<file path="src/rtl/timer_a_counter_pkg.sv">
// ---------------------------------------------------------------------------
// timer_a_counter_pkg
//   Shared definitions for the Timer_A counter slice:
//     - default register addresses (TAxCTL, TAxR, TAxEX0)
//     - mode-control (MC) encodings
//     - TAxCTL / TAxEX0 bit positions
//     - helper that turns the ID/IDEX fields into a total tick divide factor
// ---------------------------------------------------------------------------
package timer_a_counter_pkg;

    // Default register addresses
    localparam logic [15:0] TAXCTL_ADDR = 16'h0340;
    localparam logic [15:0] TAXR_ADDR   = 16'h0350;
    localparam logic [15:0] TAXEX0_ADDR = 16'h0360;

    // Mode control encodings (TAxCTL.MC)
    typedef enum logic [1:0] {
        MC_STOP   = 2'b00,
        MC_UP     = 2'b01,
        MC_CONT   = 2'b10,
        MC_UPDOWN = 2'b11
    } mc_e;

    // TAxCTL bit positions
    localparam int unsigned CTL_TASSEL_LSB = 8;   // [9:8]
    localparam int unsigned CTL_ID_LSB     = 6;   // [7:6]
    localparam int unsigned CTL_MC_LSB     = 4;   // [5:4]
    localparam int unsigned CTL_TACLR_BIT  = 2;
    localparam int unsigned CTL_TAIE_BIT   = 1;
    localparam int unsigned CTL_TAIFG_BIT  = 0;

    // TAxEX0 bit positions
    localparam int unsigned EX0_IDEX_LSB   = 0;   // [2:0]

    // Total number of TimerTick pulses per count enable: (2**ID) * (IDEX+1),
    // range 1..64, so 7 bits are needed.
    function automatic logic [6:0] prescale_factor(input logic [1:0] id,
                                                   input logic [2:0] idex);
        logic [6:0] base;
        base = {4'b0000, idex} + 7'd1;
        return base << id;
    endfunction

endpackage

</file>
<file path="src/rtl/timer_a_counter_prescaler.sv">
// ---------------------------------------------------------------------------
// timer_a_prescaler
//   Counts TimerTick pulses and emits a one-cycle count enable every
//   (2**ID)*(IDEX+1) ticks. With a divide factor of 1 every tick is an enable.
//
//   Ports:
//     MCLK      in   clock, rising edge
//     reset     in   synchronous active-high reset
//     clear     in   synchronous restart of the tick count (TACLR)
//     TimerTick in   one-MCLK-wide tick (already gated off when stopped)
//     ID        in   input divider select, /1 /2 /4 /8
//     IDEX      in   expansion divider, /(IDEX+1)
//     CountEn   out  one-cycle count enable
// ---------------------------------------------------------------------------
module timer_a_prescaler
    import timer_a_counter_pkg::*;
(
    input  logic       MCLK,
    input  logic       reset,
    input  logic       clear,
    input  logic       TimerTick,
    input  logic [1:0] ID,
    input  logic [2:0] IDEX,
    output logic       CountEn
);

    logic [5:0] r_cnt;
    logic [6:0] w_factor;
    logic       w_last;

    assign w_factor = prescale_factor(ID, IDEX);

    // ">=" rather than "==" so that lowering the divider while the count is
    // above the new limit still produces an enable on the next tick.
    assign w_last = (({1'b0, r_cnt} + 7'd1) >= w_factor);

    assign CountEn = TimerTick && w_last && !clear && !reset;

    always_ff @(posedge MCLK) begin
        if (reset || clear) begin
            r_cnt <= '0;
        end else if (TimerTick) begin
            if (w_last) begin
                r_cnt <= '0;
            end else begin
                r_cnt <= r_cnt + 6'd1;
            end
        end
    end

endmodule

</file>
<file path="src/rtl/timer_a_counter.sv">
// ---------------------------------------------------------------------------
// timer_a_counter
//   Timer_A main counter (TAxR) with control (TAxCTL) and expansion (TAxEX0)
//   registers, prescaler, overflow flag generation and CPU read mux.
//
//   Ports:
//     MCLK        in   16-bit bus clock, rising edge
//     reset       in   synchronous active-high reset
//     MAB         in   memory address bus
//     MDBwrite    in   write data
//     MW          in   write strobe
//     BW          in   byte write (low byte only)
//     TimerTick   in   one-cycle pulse per selected timer source edge
//     TAxCCR0     in   CCR0 value from capture/compare module 0
//     TAIFGclr    in   one-cycle flag clear from the interrupt vector logic
//     TAxRcurrent out  counter value
//     EQU0        out  counter equals CCR0 while running
//     TAIFG       out  overflow flag
//     TAIE        out  overflow interrupt enable
//     TASSEL      out  timer source select
//     MDBread     out  read data (0 when not addressed or during a write)
// ---------------------------------------------------------------------------
module timer_a_counter
    import timer_a_counter_pkg::*;
#(
    parameter logic [15:0] TAxCTL = TAXCTL_ADDR,
    parameter logic [15:0] TAxR   = TAXR_ADDR,
    parameter logic [15:0] TAxEX0 = TAXEX0_ADDR
)
(
    input  logic        MCLK,
    input  logic        reset,
    input  logic [15:0] MAB,
    input  logic [15:0] MDBwrite,
    input  logic        MW,
    input  logic        BW,
    input  logic        TimerTick,
    input  logic [15:0] TAxCCR0,
    input  logic        TAIFGclr,
    output logic [15:0] TAxRcurrent,
    output logic        EQU0,
    output logic        TAIFG,
    output logic        TAIE,
    output logic [1:0]  TASSEL,
    output logic [15:0] MDBread
);

    // Register state
    logic [1:0]  r_tassel;
    logic [1:0]  r_id;
    mc_e         r_mc;
    logic        r_taie;
    logic        r_taifg;
    logic [2:0]  r_idex;
    logic [15:0] r_tar;
    logic        r_dir_down;

    // Decode
    logic        w_wr_ctl;
    logic        w_wr_tar;
    logic        w_wr_ex0;
    logic        w_taclr;

    // Counting
    logic        w_tick_run;
    logic        w_cnt_en;
    logic        w_count;
    logic [15:0] w_tar_next;
    logic        w_dir_next;
    logic        w_hw_set;

    // Read path
    logic [15:0] w_ctl_rd;
    logic [15:0] w_rdata;

    assign w_wr_ctl = MW && (MAB == TAxCTL);
    assign w_wr_tar = MW && (MAB == TAxR);
    assign w_wr_ex0 = MW && (MAB == TAxEX0);
    assign w_taclr  = w_wr_ctl && MDBwrite[CTL_TACLR_BIT];

    // Ticks are dropped while stopped so the prescaler holds its count.
    assign w_tick_run = TimerTick && (r_mc != MC_STOP);

    timer_a_prescaler u_prescaler (
        .MCLK      (MCLK),
        .reset     (reset),
        .clear     (w_taclr),
        .TimerTick (w_tick_run),
        .ID        (r_id),
        .IDEX      (r_idex),
        .CountEn   (w_cnt_en)
    );

    // A CPU write to TAxR swallows a coincident count enable, including any
    // overflow flag that enable would have raised.
    assign w_count = w_cnt_en && !w_wr_tar;

    // -----------------------------------------------------------------------
    // Next counter value, direction and hardware flag set
    // -----------------------------------------------------------------------
    always_comb begin
        w_tar_next = r_tar;
        w_dir_next = r_dir_down;
        w_hw_set   = 1'b0;
        if (w_count) begin
            case (r_mc)
                MC_UP: begin
                    if (r_tar >= TAxCCR0) begin
                        w_tar_next = '0;
                        // CCR0=0 parks the counter at 0 without flagging.
                        w_hw_set   = (r_tar == TAxCCR0) && (TAxCCR0 != '0);
                    end else begin
                        w_tar_next = r_tar + 16'd1;
                    end
                end
                MC_CONT: begin
                    w_tar_next = r_tar + 16'd1;
                    w_hw_set   = (r_tar == 16'hFFFF);
                end
                MC_UPDOWN: begin
                    if (TAxCCR0 == '0) begin
                        w_tar_next = '0;
                        w_dir_next = 1'b0;
                    end else if (!r_dir_down) begin
                        if (r_tar >= TAxCCR0) begin
                            // Turnaround at (or beyond) CCR0. With CCR0=1 this
                            // step is itself the 1->0 transition.
                            w_tar_next = r_tar - 16'd1;
                            w_dir_next = 1'b1;
                            w_hw_set   = (r_tar == 16'd1);
                        end else begin
                            w_tar_next = r_tar + 16'd1;
                        end
                    end else begin
                        if (r_tar == '0) begin
                            w_tar_next = 16'd1;
                            w_dir_next = 1'b0;
                        end else begin
                            w_tar_next = r_tar - 16'd1;
                            if (r_tar == 16'd1) begin
                                w_hw_set   = 1'b1;
                                w_dir_next = 1'b0;
                            end
                        end
                    end
                end
                default: begin
                end
            endcase
        end
    end

    // -----------------------------------------------------------------------
    // Counter and direction
    // -----------------------------------------------------------------------
    always_ff @(posedge MCLK) begin
        if (reset) begin
            r_tar      <= '0;
            r_dir_down <= 1'b0;
        end else if (w_wr_tar) begin
            r_tar <= BW ? {r_tar[15:8], MDBwrite[7:0]} : MDBwrite;
        end else if (w_taclr) begin
            r_tar      <= '0;
            r_dir_down <= 1'b0;
        end else begin
            r_tar      <= w_tar_next;
            r_dir_down <= w_dir_next;
        end
    end

    // -----------------------------------------------------------------------
    // Control fields (TACLR is not stored: it acts only in its write cycle)
    // -----------------------------------------------------------------------
    always_ff @(posedge MCLK) begin
        if (reset) begin
            r_tassel <= '0;
            r_id     <= '0;
            r_mc     <= MC_STOP;
            r_taie   <= 1'b0;
        end else if (w_wr_ctl) begin
            if (!BW) begin
                r_tassel <= MDBwrite[CTL_TASSEL_LSB +: 2];
            end
            r_id   <= MDBwrite[CTL_ID_LSB +: 2];
            r_mc   <= mc_e'(MDBwrite[CTL_MC_LSB +: 2]);
            r_taie <= MDBwrite[CTL_TAIE_BIT];
        end
    end

    // Flag priority: hardware set > TAIFGclr > software write.
    always_ff @(posedge MCLK) begin
        if (reset) begin
            r_taifg <= 1'b0;
        end else if (w_hw_set) begin
            r_taifg <= 1'b1;
        end else if (TAIFGclr) begin
            r_taifg <= 1'b0;
        end else if (w_wr_ctl) begin
            r_taifg <= MDBwrite[CTL_TAIFG_BIT];
        end
    end

    always_ff @(posedge MCLK) begin
        if (reset) begin
            r_idex <= '0;
        end else if (w_wr_ex0) begin
            r_idex <= MDBwrite[EX0_IDEX_LSB +: 3];
        end
    end

    // -----------------------------------------------------------------------
    // Read mux
    // -----------------------------------------------------------------------
    always_comb begin
        w_ctl_rd                          = '0;
        w_ctl_rd[CTL_TASSEL_LSB +: 2]     = r_tassel;
        w_ctl_rd[CTL_ID_LSB +: 2]         = r_id;
        w_ctl_rd[CTL_MC_LSB +: 2]         = r_mc;
        w_ctl_rd[CTL_TAIE_BIT]            = r_taie;
        w_ctl_rd[CTL_TAIFG_BIT]           = r_taifg;
    end

    always_comb begin
        w_rdata = '0;
        if (!MW) begin
            if (MAB == TAxCTL) begin
                w_rdata = w_ctl_rd;
            end else if (MAB == TAxR) begin
                w_rdata = r_tar;
            end else if (MAB == TAxEX0) begin
                w_rdata = {13'b0, r_idex};
            end
        end
    end

    // -----------------------------------------------------------------------
    // Outputs
    // -----------------------------------------------------------------------
    assign TAxRcurrent = r_tar;
    assign EQU0        = (r_tar == TAxCCR0) && (r_mc != MC_STOP);
    assign TAIFG       = r_taifg;
    assign TAIE        = r_taie;
    assign TASSEL      = r_tassel;
    assign MDBread     = w_rdata;

endmodule
</file>
<file path="config.mk">
export PLATFORM = sky130hd
export DESIGN_NAME = timer_a_counter
export DESIGN_NICKNAME = d
export VERILOG_FILES = /design/src/rtl/timer_a_counter_pkg.sv /design/src/rtl/timer_a_counter_prescaler.sv /design/src/rtl/timer_a_counter.sv
export SDC_FILE = /design/constraint.sdc
export NUM_CORES = 1
export LEC_CHECK = 0
export CAP_MARGIN = 20
export CORE_MARGIN = 3
export CORE_UTILIZATION = 52
export CTS_CLUSTER_DIAMETER = 200
export CTS_CLUSTER_SIZE = 8
export DETAILED_ROUTE_END_ITERATION = 10
export GPL_ROUTABILITY_DRIVEN = 0
export HOLD_SLACK_MARGIN = 0.15
export PLACE_DENSITY = 0.83
export SLEW_MARGIN = 30
export SYNTH_ARGS = -nofsm -noshare
export SYNTH_HDL_FRONTEND = slang
export SYNTH_HIERARCHICAL = 1
export SYNTH_SLANG_ARGS = --single-unit
</file>
<file path="constraint.sdc">
create_clock -name MCLK -period 4.2 [get_ports MCLK]
set_input_delay 1.05 -clock MCLK [delete_from_list [all_inputs] [get_ports MCLK]]
set_output_delay 1.05 -clock MCLK [all_outputs]
set_load 0.05 [all_outputs]
</file>
==> flow_summary.toml, run 1 <==
[yosys]
synth-compound-area-share_pct = 22.5
postSynthNetCount = 618
synth_cell_types = 77
synth_xor_area_share_pct = 6.24
async_reset_ff_share_pct = 0
yosys-top-cells-area = "dfxtp_1 (17%), ha_1 (11%), nand2_1 (5.9%), nor2_1 (5.4%), mux2i_1 (4.6%)"
synthMuxAreaShare_pct = 5.45
synthFlopType = "dfxtp_1"
synth_largest_area_cell = "dfxtp_1"
syn_inst = 531
synth_edf_count = 0
syn-cell-area_sq_um = 3930
synth-seq-cells = 34
syn_avg_cell_area_sq_um = 7.40
synth_top_family_by_area = "simple AND/OR/NAND/NOR gates"
synthSimpleGateAreaFrac_pct = 32.0
synthAdderAreaFrac_pct = 10.5
synth_top_cell_area_share_pct = 17.3
ys_warn_count = 6
synth_seq_area_share_pct = 17.3

[worst_setup_path]
worstPathBufferInverterCount = 3
slowest_delay_ns = 0.43
crit_slowest_cell = "clkdlybuf4s50_1"
path_class = "in2out"
crit_required_ns = 3.15
r2r_slack_ns = 0.56
worstRegToRegCells = 16
timing.rr.start = "r_idex[0]$_SDFFE_PP0P_"
path_delay_family = "simple AND/OR/NAND/NOR gates"
path_cells = "clkdlybuf4s50_1, nor4b_1, nand4_1, or2_2, nor2_1, buf_4, and3_1, buf_12"
critPathArrivalTime_ns = 3.04
path_max_fanout = 7
cp-end-kind = "primary output"
r2r_end = "TAxRcurrent[13]$_SDFFE_PP0P_"
crit_path_start = "MAB[3]"
crit_path_start_kind = "primary input"

[die]
die_h_um = 92.9
io_pins = 91
start_util_pct = 53.9
dieArea_sq_um = 8630
design.core.area_sq_um = 7290
die_x_um = 92.9
num_rows = 31

[clock_network]
cts_root_buffer = "clkbuf_8"
postCtsSetupBuffers = 0
cts_inserted_buffers = 5
insertion_delay_ns = 0.30
cts_sinks = 34
ctsHoldBuffers = 0
htreeDepth = 2
cts_buffer_depth = 2
cts_tree = "built"
path_clk_slew_ns = 0.08
cts_resized = 0

[sta]
fin_tns_setup_ns = 0
slew_viol_final = 0
setup_violations = 0
min_period_ns = 4.09
worst_hold_slack_ns = 0.490
hold_violations = 0
max_freq_ghz = 0.244
rsz0062_at_grt = "no"
slew_headroom_pct = 56.9
period_share_pct = 97.4
skew_ns = 0.0120
worst-slew-pin-transition_ns = 0.646

[drt]
wl_per_cell_um = 18.9
met1_length_um = 5250
routed_wl_um = 13600
via_per_inst = 6.42
met3WireLength_um = 1470
route.detailed.drc = 0
vias = 4644
drtIter0Drc = 543
dr.pass1.iters = 6
antenna_left = 0
met2_wirelength_um = 6480
top_layer_used = "met4"

[placed_design]
port_buffers = 90
dp_hpwl_um = 10500

[power_and_ir_drop]
p_int_mw = 0.618
pwr-share-seq_pct = 40.2
p_leak_nw = 2.14
p_per_area_nw_per_um2 = 151
switching_share_pct = 22.8
vdd_drop_max_uv = 153
power.switching_mw = 0.183
combPwrFrac_pct = 12.6
clockPowerShare_pct = 47.2

[global_routing]
grt_pass1_vias = 4629
grt_pass1_wl_um = 22300
antenna_found_initial = 0
grt_start_max_net_pins = 31
overflow = 0
grt_usage_pct = 31.7

[hold_path]
whs_path_depth = 2
min_from = "TAIE$_SDFFE_PP0P_"
whs_endpoint = "TAIE$_SDFFE_PP0P_"
hold_path_class = "reg2reg"

[final_layout]
nNetsFinal = 710
area_growth_pct = 34.8
antenna_cells = 0
drive_above_1_share_pct = 11.9

[status]
outcome = "finished clean"

[flow_run]
maxCapViolCount = 0
==> cells in the mapped netlist, types with 4 or more instances <==
library cell and number:
a211oi_1 8, a21o_1 4, a21oi_1 32, a21oi_2 4, a221oi_1 7, a31oi_1 4
and2_1 6, and3_1 18, and4_1 4, buf_2 10, clkbuf_1 12, dfxtp_1 34
ha_1 33, inv_1 26, mux2i_1 18, nand2_1 62, nand2b_1 5, nand3_1 20
nand4_1 10, nor2_1 57, nor2b_1 7, nor3_1 16, nor4_1 10, o21ai_0 18
xnor2_1 15, xor2_1 13
==> tightest hold or removal path, stage by stage (launching register included) <==
cell	delay, ns
dfxtp_1	0.34
nand2_1	0.06
a21oi_1	0.05
==> logic make-up (layout without fill, tap and decap cells) <==
logic type                 count (synthesis)  in the layout
xor gates and xnor gates                  28             28
muxes                                     21             21
buffers and inverters                     54            147
and+or+nand+nor                          240            240
AOI/OAI and AO/OA                        121            121
adders and majority gates                 33             33
DFF                                       34             34
==> worst max-delay path by stage <==
stage                  endpoint  cells after the start  slack [ns]
floorplan                  EQU0                      6        0.46
global placement    MDBread[10]                      8        0.18
detailed placement  MDBread[13]                      8        0.11
CTS                  MDBread[3]                      8        0.11
global route         MDBread[3]                      8       0.006
finish               MDBread[3]                      8        0.11
==> cells in the final DEF, fill, tap and decap left out, types with 6 or more instances in the layout <==
cell type,netlist,final
xor2_1,13,13
nor2b_1,7,7
mux2i_1,18,18
a211oi_1,8,8
ha_1,33,33
and3_1,18,18
nand2_1,62,62
nor3_1,16,16
xnor2_1,15,15
clkdlybuf4s50_1,0,73
nand3_1,20,20
nand4_1,10,10
nor4_1,10,10
a221oi_1,7,7
nor2_1,57,57
dfxtp_1,34,34
inv_1,26,26
a21oi_1,32,32
and2_1,6,6
buf_12,0,17
buf_4,3,23
o21ai_0,18,18
==> registers in the layout, indices dropped and copies added (netlist names) <==
signal / cells
TAxRcurrent: 16
TASSEL: 2
u_prescaler/r_cnt: 6
r_id: 2
r_idex: 3
r_dir_down: 1
TAIFG: 1
TAIE: 1
r_mc: 2
==> per-stage QoR <==
step / total power, mW / instance area, sq um / cells / utilization [%] / setup WS (ns)
after floorplan: 0.359 / 3930 / 531 / - / 0.463
after global placement: 0.425 / 5160 / 715 / 70.8 / 0.179
after detailed placement: 0.428 / 5160 / 715 / 70.8 / 0.113
after CTS: 0.797 / 5300 / 723 / 72.6 / 0.111
after global routing: 0.825 / 5300 / 723 / 72.6 / 0.00556
final: 0.801 / 5300 / 723 / 72.6 / 0.109
==> routing by layer <==
layer,global-route usage [%],vias to the layer above
met3,7.07,62
met1,40.2,2121
met4,11.5,0
met2,52.5,324
li1,-,2137
met5,0,-
==> power by group through the flow <==
| stage | clock, mW | combinational (mW) | sequential [mW] |
|---|---|---|---|
| 2_1_floorplan | 0 | 0.0294 | 0.330 |
| 3_3_place_gp | 0 | 0.0957 | 0.330 |
| 3_5_place_dp | 0 | 0.0983 | 0.330 |
| 4_1_cts | 0.376 | 0.0991 | 0.322 |
| 5_1_grt | 0.394 | 0.108 | 0.322 |
| 6_report | 0.378 | 0.101 | 0.322 |
==> layout make-up <==
cell class,instances,area [sq um]
well taps,99,124
flip-flops and latches,34,681
clock buffers,5,68.8
fillers,592,1990
multi-input cells,443,3010
repair buffers,113,1240
clock inverters,3,68.8
inverters,26,97.6
Power figures use the tool's default switching activity.
==> inputs of run 2 (changes only) <==
Settings changed: CAP_MARGIN 20 to 0.
==> results of run 2 <==
No change in the layout: final DEF, timing and power equal those of run 1.
==> inputs of run 3 (changes only) <==
Settings changed: CAP_MARGIN 0 to 25.
==> results of run 3 <==
No change in the layout: final DEF, timing and power equal those of run 1.
